File: src/rtl/i2c_tx_fifo.sv
// i2c_tx_fifo: transmit FIFO between the APB bridge (push side) and the
// I2C core (pop side). The pointers carry one wrap bit above the index, so
// full and empty can be told apart without a separate counter. The read
// path is registered, so a popped word appears one cycle after RD_ENA.
// DATA_VALID pulses with each new word, and the overflow and underflow
// flags stay set until CLR_ERR clears them.
module i2c_tx_fifo #(
    parameter int DWIDTH = 32,
    parameter int AWIDTH = 4
) (
    input  logic              PCLK,
    input  logic              PRESET,
    input  logic              WR_ENA,
    input  logic [DWIDTH-1:0] WRITE_DATA_ON_TX,
    input  logic              RD_ENA,
    input  logic              CLR_ERR,
    output logic [DWIDTH-1:0] DATA_OUT,
    output logic              DATA_VALID,
    output logic              TX_EMPTY,
    output logic              TX_FULL,
    output logic [AWIDTH:0]   FILL_LEVEL,
    output logic              OVERFLOW,
    output logic              UNDERFLOW
);

    localparam int DEPTH = 1 << AWIDTH;
    localparam logic [AWIDTH:0] PTR_ONE = {{AWIDTH{1'b0}}, 1'b1};

    // Full means the index bits are equal and the wrap bits differ.
    function automatic logic ptr_full(input logic [AWIDTH:0] w, input logic [AWIDTH:0] r);
        return (w[AWIDTH-1:0] == r[AWIDTH-1:0]) && (w[AWIDTH] != r[AWIDTH]);
    endfunction

    // Empty means the two pointers match, wrap bit included.
    function automatic logic ptr_empty(input logic [AWIDTH:0] w, input logic [AWIDTH:0] r);
        return (w == r);
    endfunction

    logic [DWIDTH-1:0] mem_r [DEPTH];
    logic [AWIDTH:0]   wptr_r;
    logic [AWIDTH:0]   rptr_r;
    logic [AWIDTH:0]   fill_r;
    logic              empty_r;
    logic              full_r;
    logic [DWIDTH-1:0] dout_r;
    logic              valid_r;
    logic              ovf_r;
    logic              unf_r;

    logic              empty_s;
    logic              full_s;
    logic              rd_acc_s;
    logic              wr_acc_s;
    logic              ovf_set_s;
    logic              unf_set_s;
    logic [AWIDTH:0]   wptr_nxt_s;
    logic [AWIDTH:0]   rptr_nxt_s;

    // Accept/reject decisions and next-pointer values for this cycle.
    always_comb begin
        empty_s    = ptr_empty(wptr_r, rptr_r);
        full_s     = ptr_full(wptr_r, rptr_r);
        rd_acc_s   = RD_ENA && !empty_s;
        // A push while full still fits when a pop frees a slot on the same edge.
        wr_acc_s   = WR_ENA && (!full_s || rd_acc_s);
        ovf_set_s  = WR_ENA && !wr_acc_s;
        unf_set_s  = RD_ENA && empty_s;
        if (wr_acc_s) begin
            wptr_nxt_s = wptr_r + PTR_ONE;
        end else begin
            wptr_nxt_s = wptr_r;
        end
        if (rd_acc_s) begin
            rptr_nxt_s = rptr_r + PTR_ONE;
        end else begin
            rptr_nxt_s = rptr_r;
        end
    end

    // Storage array. It has no reset because the pointer reset makes any stale entries unreachable.
    always_ff @(posedge PCLK) begin
        if (wr_acc_s) begin
            mem_r[wptr_r[AWIDTH-1:0]] <= WRITE_DATA_ON_TX;
        end
    end

    // Pointers and status outputs, registered from the post-edge pointer values.
    always_ff @(posedge PCLK or posedge PRESET) begin
        if (PRESET) begin
            wptr_r  <= {(AWIDTH+1){1'b0}};
            rptr_r  <= {(AWIDTH+1){1'b0}};
            fill_r  <= {(AWIDTH+1){1'b0}};
            empty_r <= 1'b1;
            full_r  <= 1'b0;
        end else begin
            wptr_r  <= wptr_nxt_s;
            rptr_r  <= rptr_nxt_s;
            fill_r  <= wptr_nxt_s - rptr_nxt_s;
            empty_r <= ptr_empty(wptr_nxt_s, rptr_nxt_s);
            full_r  <= ptr_full(wptr_nxt_s, rptr_nxt_s);
        end
    end

    // Registered read port. DATA_OUT holds its value until the next accepted pop.
    always_ff @(posedge PCLK or posedge PRESET) begin
        if (PRESET) begin
            dout_r  <= {DWIDTH{1'b0}};
            valid_r <= 1'b0;
        end else begin
            valid_r <= rd_acc_s;
            if (rd_acc_s) begin
                dout_r <= mem_r[rptr_r[AWIDTH-1:0]];
            end
        end
    end

    // Sticky error flags. A new event in the same cycle wins over CLR_ERR.
    always_ff @(posedge PCLK or posedge PRESET) begin
        if (PRESET) begin
            ovf_r <= 1'b0;
            unf_r <= 1'b0;
        end else begin
            if (ovf_set_s) begin
                ovf_r <= 1'b1;
            end else if (CLR_ERR) begin
                ovf_r <= 1'b0;
            end
            if (unf_set_s) begin
                unf_r <= 1'b1;
            end else if (CLR_ERR) begin
                unf_r <= 1'b0;
            end
        end
    end

    assign DATA_OUT   = dout_r;
    assign DATA_VALID = valid_r;
    assign TX_EMPTY   = empty_r;
    assign TX_FULL    = full_r;
    assign FILL_LEVEL = fill_r;
    assign OVERFLOW   = ovf_r;
    assign UNDERFLOW  = unf_r;

endmodule

File: config.mk
export PLATFORM = sky130hd
export DESIGN_NAME = i2c_tx_fifo
export DESIGN_NICKNAME = d
export VERILOG_FILES = /design/src/rtl/i2c_tx_fifo.sv
export SDC_FILE = /design/constraint.sdc
export NUM_CORES = 1
export LEC_CHECK = 0
export BUFFER_PORTS_ARGS = -buffer_cell sky130_fd_sc_hd__buf_2
export CORE_MARGIN = 4
export CORE_UTILIZATION = 50
export CTS_CLUSTER_DIAMETER = 120
export DETAILED_ROUTE_END_ITERATION = 6
export GPL_TIMING_DRIVEN = 0
export PLACE_DENSITY = 0.68
export SYNTH_ARGS = -nofsm -noshare
export SYNTH_HDL_FRONTEND = slang
export SYNTH_SLANG_ARGS = --single-unit
File: constraint.sdc
create_clock -name PCLK -period 6.3 [get_ports PCLK]
set_input_delay 1.26 -clock PCLK [delete_from_list [all_inputs] [get_ports PCLK]]
set_output_delay 1.26 -clock PCLK [all_outputs]
set_load 0.02 [all_outputs]
Word-level counts from Yosys, hierarchy flattened. Memory sizes are Yosys's and may differ from the RTL's. A register that Yosys moved wholly into a read port is not among the register bits. Index checks and enable logic that the tools add are counted. Widths: inputs -> output; s select.

Output and inout port bits: 42. Bits in writable memories: 512. Bits in registers: 20. Word-level logic and storage cells: 37. Memories: 1.

Memory list: mem_r (depth 16, width 32, read ports 1, clocked after memory_dff 1, write ports 1, line 39) `logic [DWIDTH-1:0] mem_r [DEPTH];`.

Reductions and logical operators: 12. Add/subtract/negate cells: 3. Multiplexer cells: 7. Eq/ne operators: 6.

Operator list (number): $add 5x1->5 const B (2); $eq 5x5->1 (2); $mux 5 (2); $eq 4x4->1 (2); $logic_and 1x1->1 (6); $mux 1 (5); $sub 5x5->5 (1); $reduce_bool 2->1 (2); $logic_not 1->1 (3); $ne 1x1->1 (2); $logic_or 1x1->1 (1).

Depth between registers and ports, before layout. Gate-level depths: netlist (run 1).

Word-level depth: 8. Mapped depth: 13. Depth with buffers taken out: 10.

Worst setup path before layout (run 1). Ideal clock, no wire load.

Path type: in2reg. Start point: in RD_ENA. End point: mem mem_r[2][0] (enable). Stages on the path: 3. Library setup time: 502 ps. Path buffers: 1. Setup slack: 965 ps. Data required time: 5798 ps. Arrival time: 4832 ps. Path through: o31a_1 clkbuf_2 nor4bb_1.

Longest elaborated chain between the ends: 5.

RTL lines: start: declaration (line 15) `input logic RD_ENA,`; $logic_and 1x1->1 (line 63) `rd_acc_s = RD_ENA && !empty_s;`; $logic_or 1x1->1 (line 65) `wr_acc_s = WR_ENA && (!full_s || rd_acc_s);`; $logic_and 1x1->1 (line 65); $mux 1 (line 82) `if (wr_acc_s) begin`; $mux 1 (not written as such) (line 83) `mem_r[wptr_r[AWIDTH-1:0]] <= WRITE_DATA_ON_TX;`; end: declaration (line 39).

Every way passes these cells.

Worst setup path after layout (run 1).
Start point: reg rptr_r[3]. End point: reg fill_r[4], in the netlist FILL_LEVEL[4].

RTL lines: start: declaration (line 41) `logic [AWIDTH:0] rptr_r;`; start signal: assignment (line 91) `rptr_r <= {(AWIDTH+1){1'b0}};`; start signal: assignment (line 97) `rptr_r <= rptr_nxt_s;`; $eq 5x5->1 (line 36) `return (w == r);`; $logic_not 1->1 (line 63); $logic_and 1x1->1 (line 63); $mux 5 (line 73) `if (rd_acc_s) begin`; via rptr_nxt_s[0] (line 57) `logic [AWIDTH:0] rptr_nxt_s;`; $sub 5x5->5 (line 98) `fill_r <= wptr_nxt_s - rptr_nxt_s;`; end signal: assignment (line 92) `fill_r <= {(AWIDTH+1){1'b0}};`; end signal: assignment (line 98); end: declaration (line 42) `logic [AWIDTH:0] fill_r;`.

The timed path passes the listed nets, and every way through them passes these cells. A chain may end at the register's enable or synchronous reset.

==> impl_metrics.env, run 1 <==
export IMPL_min_to="DATA_OUT[17]"
export IMPL_period_needed_ns=3.58
export IMPL_required_ns=6.82
export IMPL_reg2regPathDepth=13
export IMPL_ant_nets=0
export IMPL_cts_sinks=564
export IMPL_drc=0
export IMPL_rsz0062_at_grt="false"
export IMPL_final_nets=1182
export IMPL_drt_total_wl_um=46900
export IMPL_synth_common_cells="edfxtp_1, mux4_2, dfrtp_1"
export IMPL_grt_antenna_before_repair=1
export IMPL_die_x_um=216
export IMPL_yosysSeqAreaShare_pct=77.2
export IMPL_p_leak_nw=8.32
export IMPL_cts_repair_resized=0
export IMPL_routed_via_count=10399
export IMPL_utilization_pct=59.1
export IMPL_post_cts_buffers=0
export IMPL_gp_congestion=0.757
export IMPL_ys_seq_elements=564
export IMPL_clkTransAtPathRegs_ns=0.06
export IMPL_status="completed"
export IMPL_finalSetupViolations=0
export IMPL_yosysTopAreaCell="edfxtp_1"
export IMPL_slowest_delay_ns=0.46
export IMPL_grt_usage_pct=20.4
export IMPL_cts_max_level=2
export IMPL_pre_cts_ws_ns=2.51
export IMPL_grt_pass1_wl_um=70800
export IMPL_ys_types=39
export IMPL_cts_tree="built"
export IMPL_rows=75
export IMPL_placed_cells=1654
export IMPL_maxCapViolCount=0
export IMPL_fin_skew_ns=0.0144
export IMPL_cp_max_fo=10
export IMPL_async_reset_ff_share_pct=9.22
export IMPL_drt_pass1_iter_count=5
export IMPL_endpoint_kind="register"
export IMPL_coreArea_sq_mm=0.0423
export IMPL_arrival_ns=4.10
export IMPL_grt_start_max_net_pins=36
export IMPL_fillCellCount=3034
export IMPL_setup_slack_ns=2.72
export IMPL_power_density_mw_per_mm2=467
export IMPL_p_comb_share_pct=32.1
export IMPL_power_frac_seq_pct=40.6
export IMPL_first_iter_violations=1065
export IMPL_synth_most_common_cell="edfxtp_1"
export IMPL_multiInputGateArea_sq_mm=0.00466
export IMPL_clock_root_buffer="clkbuf_16"
export IMPL_fp_dieH_um=216
export IMPL_tightest_slew_ns=1.10
export IMPL_slew_headroom_pct=26.5
export IMPL_avgSynthCellArea_sq_um=22.2
export IMPL_yosysWarnings=0
export IMPL_crit_slowest_cell="fa_1"
export IMPL_r2r_end="FILL_LEVEL[4]"
export IMPL_hold_path_depth=2
export IMPL_grt_pass1_vias=10873
export IMPL_wire_per_inst_um=26.7
export IMPL_period_share_pct=56.8
export IMPL_overflow=0
export IMPL_layout_cells_non_filler=1758
export IMPL_initial_utilization_pct=51.0
export IMPL_path_class="register to register"
export IMPL_rrSetupSlack_ns=2.72
export IMPL_clk_latency_ns=0.59
export IMPL_cts_buffer_depth=3
export IMPL_regArea_sq_mm=0.0167
export IMPL_ir_worst_vdd_mv=0.267
export IMPL_syn_nets=1020
export IMPL_p_int_mw=8.05
export IMPL_finalMaxSlewViolations=0
export IMPL_reg2reg_from="rptr_r[3]"
export IMPL_critPathMostFrequentCell="xnor2_1"
export IMPL_switching_share_pct=31.2
export IMPL_ctsHoldBuffers=0
export IMPL_hold_viol_final=0
export IMPL_via_per_inst=5.92
export IMPL_hold_path_class="register to register"
export IMPL_cts_inserted_buffers=56
export IMPL_synth_area_sq_mm=0.0216
export IMPL_max_freq_mhz=279
export IMPL_worstSetupStartpointType="register"
export IMPL_p_clk_share_pct=27.3
export IMPL_fp_dieArea_sq_mm=0.0466
export IMPL_synth_edf_count=512
export IMPL_ioPinCount=79
export IMPL_synth_top_flop_cell="edfxtp_1"
export IMPL_areaGrowthSynthToFinish_pct=15.9
export IMPL_drive_above_1_share_pct=32.7
export IMPL_synth_top_area_share_pct=71.2
export IMPL_cp_cell_sequence="buf_2 -> xnor2_1 -> nand4_1 -> o21ai_1 -> buf_2 -> buf_4 -> xnor2_1 -> ha_1 -> inv_1 -> fa_1 -> a21o_1 -> a21oi_1 -> xnor2_1"
export IMPL_io_buffers=78
export IMPL_worstHoldStart="DATA_OUT[17]"
export IMPL_switchingPower_mw=3.64
export IMPL_synth_area_leaders="edfxtp_1, mux4_2, dfrtp_1"
export IMPL_hold_slack_ns=0.481
export IMPL_dpl_hpwl_um=30000
export IMPL_synthCells=973
power groups by stage:
stage / combinational (mW) / clock, mW / sequential (mW)
CTS: 3.80 / 3.25 / 4.75
detailed placement: 3.79 / 0 / 4.83
global route: 4.05 / 3.40 / 4.79
finish: 3.75 / 3.19 / 4.75
global placement: 3.61 / 0 / 4.84
floorplan: 2.45 / 0 / 4.95
through the flow:
step / setup TNS, ns / instance area, sq um / total power, mW
after floorplan: 0 / 21600 / 7.40
after global placement: -163.81 / 22700 / 8.45
after detailed placement: 0 / 23300 / 8.61
after CTS: 0 / 25000 / 11.8
after global routing: 0 / 25000 / 12.2
final: 0 / 25000 / 11.7
placed cells by master, fill, tap and decap left out, types with 5 or more instances in the layout:
master     synthesis  layout
edfxtp_1         512     512
mux4_2           128     128
buf_2             18      96
clkbuf_16          0      57
dfrtp_1           51      51
clkbuf_1          21      43
nand2_1           39      39
a22o_1            33      33
o21ai_1           33      33
a221oi_2          31      31
buf_6              8      18
xnor2_1           14      14
buf_16             0      10
inv_1             10       9
ha_1               9       9
clkinv_2           0       9
clkinv_1           0       8
xor2_1             7       7
nor2_4             0       7
buf_4              4       5
nand4_1            5       5
area by class of cell:
type / count / share of cell area [%]
Inverter: 10 / 0.150
Antenna cell: 1 / 0.0100
Sequential cell: 564 / 66.6
Clock buffer: 81 / 6.14
Multi-Input combinational cell: 343 / 18.6
Clock inverter: 22 / 0.815
Tap cell: 577 / 2.88
Buffer: 56 / 1.28
Timing Repair Buffer: 104 / 3.50
flip-flops by register name, indices dropped and copies added, names as in the netlist, named ones only:
signal      cells
DATA_VALID      1
TX_FULL         1
rptr_r          5
UNDERFLOW       1
mem_r         512
OVERFLOW        1
FILL_LEVEL      5
wptr_r          4
DATA_OUT       32
TX_EMPTY        1
layer usage:
layer	part of all wire [%]	GRT usage (%)	vias up
li1	-	-	4410
met1	43	30.2	5522
met2	48	31.6	398
met3	7.3	3.71	69
met4	2.4	6.03	0
met5	0	0	-
critical path, delay by kind of cell, from the launching register on:
family | cells | cell delay, ns
compound gates | 3 | 0.75
fa+ha+maj | 2 | 0.63
xor+xnor | 3 | 0.51
flops | 1 | 0.35
buf+inv | 4 | 0.99
simple gates | 1 | 0.25
kinds of logic after synthesis:
group / Yosys count / share of synthesized area, %
flip-flops: 564 / 77.2
AND/OR/NAND/NOR: 74 / 1.61
adder cells (fa/ha/maj): 10 / 0.614
buffers and inverters: 66 / 1.66
XOR/XNOR: 21 / 0.851
AO/OA/AOI/OAI: 108 / 4.63
multiplexers: 130 / 13.4
worst max path at each step:
stage / start / to / slack (ns) / cells past startpoint
global route: rptr_r[1] / FILL_LEVEL[4] / 2.48 / 13
CTS: rptr_r[1] / FILL_LEVEL[4] / 2.74 / 13
global placement: RD_ENA / mem_r[2][26] / -2.71 / 4
detailed placement: RD_ENA / FILL_LEVEL[4] / 2.51 / 11
floorplan: RD_ENA / mem_r[2][0] / 0.97 / 3
finish: rptr_r[3] / FILL_LEVEL[4] / 2.72 / 13
Note: power is estimated with default switching activity, not from simulation.
==> run 2, diff against run 1 <==
--- a/config.mk
+++ b/config.mk
@@ -5,13 +5,14 @@
 export SDC_FILE = /design/constraint.sdc
 export NUM_CORES = 1
 export LEC_CHECK = 0
+export ABC_AREA = 1
 export BUFFER_PORTS_ARGS = -buffer_cell sky130_fd_sc_hd__buf_2
 export CORE_MARGIN = 4
 export CORE_UTILIZATION = 50
 export CTS_CLUSTER_DIAMETER = 120
 export DETAILED_ROUTE_END_ITERATION = 6
 export GPL_TIMING_DRIVEN = 0
-export PLACE_DENSITY = 0.68
+export PLACE_DENSITY = 0.7
 export SYNTH_ARGS = -nofsm -noshare
 export SYNTH_HDL_FRONTEND = slang
 export SYNTH_SLANG_ARGS = --single-unit
==> constraint.sdc (replaced) <==
create_clock -name PCLK -period 3.2 [get_ports PCLK]
set_input_delay 0.64 -clock PCLK [delete_from_list [all_inputs] [get_ports PCLK]]
set_output_delay 0.64 -clock PCLK [all_outputs]
set_load 0.02 [all_outputs]
==> run 2 against run 1 <==
  * Sequential cell count did not move
  * Critical path depth increased by 5
  * Sequential power grew 98%
  * Largest cell class unchanged
==> impl_metrics.env, run 2 <==
export IMPL_finalMaxSlewViolations=0
export IMPL_post_cts_buffers=0
export IMPL_setup_slack_ns=0.221
export IMPL_gp_congestion=0.861
export IMPL_syn_nets=1698
export IMPL_maxCapViolCount=0
export IMPL_cp_startpoint="rptr_r[2]"
export IMPL_endpoint="FILL_LEVEL[4]"
export IMPL_required_ns=3.68
export IMPL_synthCells=1651
export IMPL_synth_top_flop_cell="edfxtp_1"
export IMPL_hold_path_class="primary input to asynchronous set/reset pin"
export IMPL_cts_tree="built"
export IMPL_synth_compound_area_share_pct=11.9
export IMPL_synth_simple_gate_area_share_pct=8.34
export IMPL_ir_worst_vdd_mv=0.516
export IMPL_synth_xor_xnor_area_share_pct=0.438
export IMPL_rows=76
export IMPL_fp_dieH_um=218
export IMPL_layout_cells_non_filler=2434
export IMPL_via_per_inst=5.98
export IMPL_crit_cells=18
export IMPL_initial_utilization_pct=50.8
export IMPL_worstSetupStartpointType="register"
export IMPL_drc=0
export IMPL_path_class="register to register"
export IMPL_fp_dieArea_sq_mm=0.0474
export IMPL_pre_cts_ws_ns=0.299
export IMPL_cp_max_fo=10
export IMPL_final_nets=1851
export IMPL_ys_seq_elements=564
export IMPL_mostFrequentLayoutCells="edfxtp_1, nor2_1, o21ai_0, buf_2"
export IMPL_grt_usage_pct=25.0
export IMPL_wire_per_inst_um=24.6
export IMPL_synth_area_sq_mm=0.0220
export IMPL_drt_total_wl_um=59900
export IMPL_synth_top_family_by_area="compound AO/OA/AOI/OAI gates"
export IMPL_coreArea_sq_mm=0.0433
export IMPL_rrSetupSlack_ns=0.22
export IMPL_max_freq_mhz=336
export IMPL_rsz0062_at_grt="false"
export IMPL_overflow=0
export IMPL_cts_buffer_depth=3
export IMPL_cts_repair_resized=0
export IMPL_areaGrowthSynthToFinish_pct=16.0
export IMPL_first_iter_violations=1807
export IMPL_slowest_delay_ns=0.46
export IMPL_p_leak_nw=8.59
export IMPL_synth_adder_area_share_pct=0.603
export IMPL_dpl_hpwl_um=39200
export IMPL_cts_max_level=2
export IMPL_final_area_sq_mm=0.0255
export IMPL_reg2reg_from="rptr_r[2]"
export IMPL_cp_num_buf_inv=6
export IMPL_largest_reg_flops=512
export IMPL_clkTransAtPathRegs_ns=0.06
export IMPL_crit_slowest_cell="fa_1"
export IMPL_slew_headroom_pct=41.3
export IMPL_diodes=0
export IMPL_period_share_pct=93.1
export IMPL_ant_nets=0
export IMPL_clk_latency_ns=0.59
export IMPL_finalSetupViolations=0
export IMPL_reg2regPathDepth=18
export IMPL_grt_pass1_wl_um=88700
export IMPL_power_density_mw_per_mm2=963
export IMPL_arrival_ns=3.46
export IMPL_ctsHoldBuffers=0
export IMPL_cts_sinks=564
export IMPL_synth_area_mux_share_pct=0
export IMPL_drive_above_1_share_pct=14.1
export IMPL_drt_pass1_iter_count=6
export IMPL_placed_cell_area_sq_mm=0.0237
export IMPL_die_x_um=218
export IMPL_r2r_end="FILL_LEVEL[4]"
export IMPL_ioPinCount=79
export IMPL_tightest_slew_ns=0.878
export IMPL_cp_cell_sequence="buf_2 -> inv_2 -> nand2_1 -> nand2_1 -> nor2_4 -> nand3_4 -> nand2_2 -> buf_6 -> buf_6 -> xor2_1 -> inv_1 -> ha_1 -> inv_1 -> fa_1 -> nand3_1 -> nand2_1 -> nand3_1 -> nand2_1"
export IMPL_setup_tns_ns=0
export IMPL_yosysTopAreaCell="edfxtp_1"
export IMPL_total_power_mw=24.6
export IMPL_async_reset_ff_share_pct=9.22
export IMPL_ys_types=29
export IMPL_period_needed_ns=2.98
export IMPL_placed_cells=2332
export IMPL_yosysSeqAreaShare_pct=75.8
export IMPL_synth_most_common_cell="edfxtp_1"
export IMPL_routed_via_count=14553
export IMPL_status="completed"
export IMPL_layout_commonest_cell="edfxtp_1"
export IMPL_grt_start_max_net_pins=33
export IMPL_cp_top_family="buffers and inverters"
export IMPL_yosysWarnings=0
export IMPL_critPathMostFrequentCell="nand2_1"
export IMPL_fin_skew_ns=0.0118
export IMPL_endpoint_kind="register"
export IMPL_synth_edf_count=512
export IMPL_io_buffers=78
export IMPL_cts_inserted_buffers=55
export IMPL_grt_antenna_before_repair=0
export IMPL_synth_area_leaders="edfxtp_1, o21ai_0, nor2_1"
export IMPL_synth_common_cells="edfxtp_1, nor2_1, o21ai_0"
export IMPL_synth_top_area_share_pct=69.9
export IMPL_clock_root_buffer="clkbuf_16"
export IMPL_avgSynthCellArea_sq_um=13.3
export IMPL_hold_viol_final=0
export IMPL_grt_pass1_vias=14290
[run 2: cell count changes in the layout (fill, tap and decap cells not counted), moves of 27 or more]
| cell | before | now |
|---|---|---|
| a21oi_1 | 3 | 36 |
| a221oi_2 | 31 | 0 |
| a22o_1 | 33 | 0 |
| a31oi_1 | 0 | 28 |
| clkbuf_1 | 43 | 73 |
| mux4_2 | 128 | 0 |
| nand2_1 | 39 | 73 |
| nand3_1 | 1 | 31 |
| nor2_1 | 4 | 330 |
| o211ai_1 | 0 | 37 |
| o21ai_0 | 1 | 263 |
| o21ai_1 | 33 | 1 |
| o221ai_1 | 0 | 27 |
| o22ai_1 | 0 | 70 |
[run 2: logic make-up after synthesis]
| logic type | count (synthesis) |
|---|---|
| compound gates | 462 |
| simple gates | 463 |
| fa+ha+maj | 10 |
| xor+xnor | 11 |
| flops | 564 |
| buf+inv | 141 |
[run 2: how the worst min path moves through the flow]
stage	from	endpoint	slack [ns]
global placement	DATA_OUT[12]	DATA_OUT[12]	0.52
detailed placement	DATA_OUT[23]	DATA_OUT[23]	0.52
finish	PRESET	DATA_VALID	0.12
floorplan	wptr_r[4]	wptr_r[4]	0.56
global route	PRESET	DATA_OUT[3]	0.17
CTS	PRESET	DATA_OUT[16]	0.14
[run 2: routing by layer]
metal	wire [um]	up-vias	track usage [%]	part of all wire (%)
li1	-	6408	-	-
met1	23000	7105	34.2	38
met2	27700	885	39.8	46
met3	6630	155	5.04	11
met4	2600	0	10.3	4.3
met5	0	-	0	0
[run 2: layout make-up]
type	count	area, sq um
plain buffers	108	504
inverters	33	124
clock inverters	27	283
multi-input cells	946	4820
fillers	3293	17700
repair buffers	96	813
clock buffers	75	1570
flip-flops and latches	564	16700
well taps	585	732
[run 2: where the power goes]
| part | switching (mW) | total (mW) | internal, mW |
|---|---|---|---|
| sequential | 0.348 | 9.41 | 9.06 |
| combinational | 6.21 | 8.57 | 2.36 |
| clock | 2.69 | 6.60 | 3.91 |
| total | 9.25 | 24.6 | 15.3 |
[run 2: through the flow]
step	utilization, %	hold WS [ns]
final	59.0	0.117
after CTS	59.0	0.140
after detailed placement	54.7	0.517
after global routing	59.0	0.170
after floorplan	-	0.560
after global placement	53.4	0.516
[run 2: worst register-to-register path, stage by stage, from the launching register on]
cell and delay (ns):
dfrtp_1 0.32, buf_2 0.25, inv_2 0.15, nand2_1 0.11, nand2_1 0.09, nor2_4 0.14
nand3_4 0.09, nand2_2 0.09, buf_6 0.19, buf_6 0.19, xor2_1 0.09, inv_1 0.18
ha_1 0.17, inv_1 0.06, fa_1 0.46, nand3_1 0.09, nand2_1 0.07, nand3_1 0.08
nand2_1 0.05
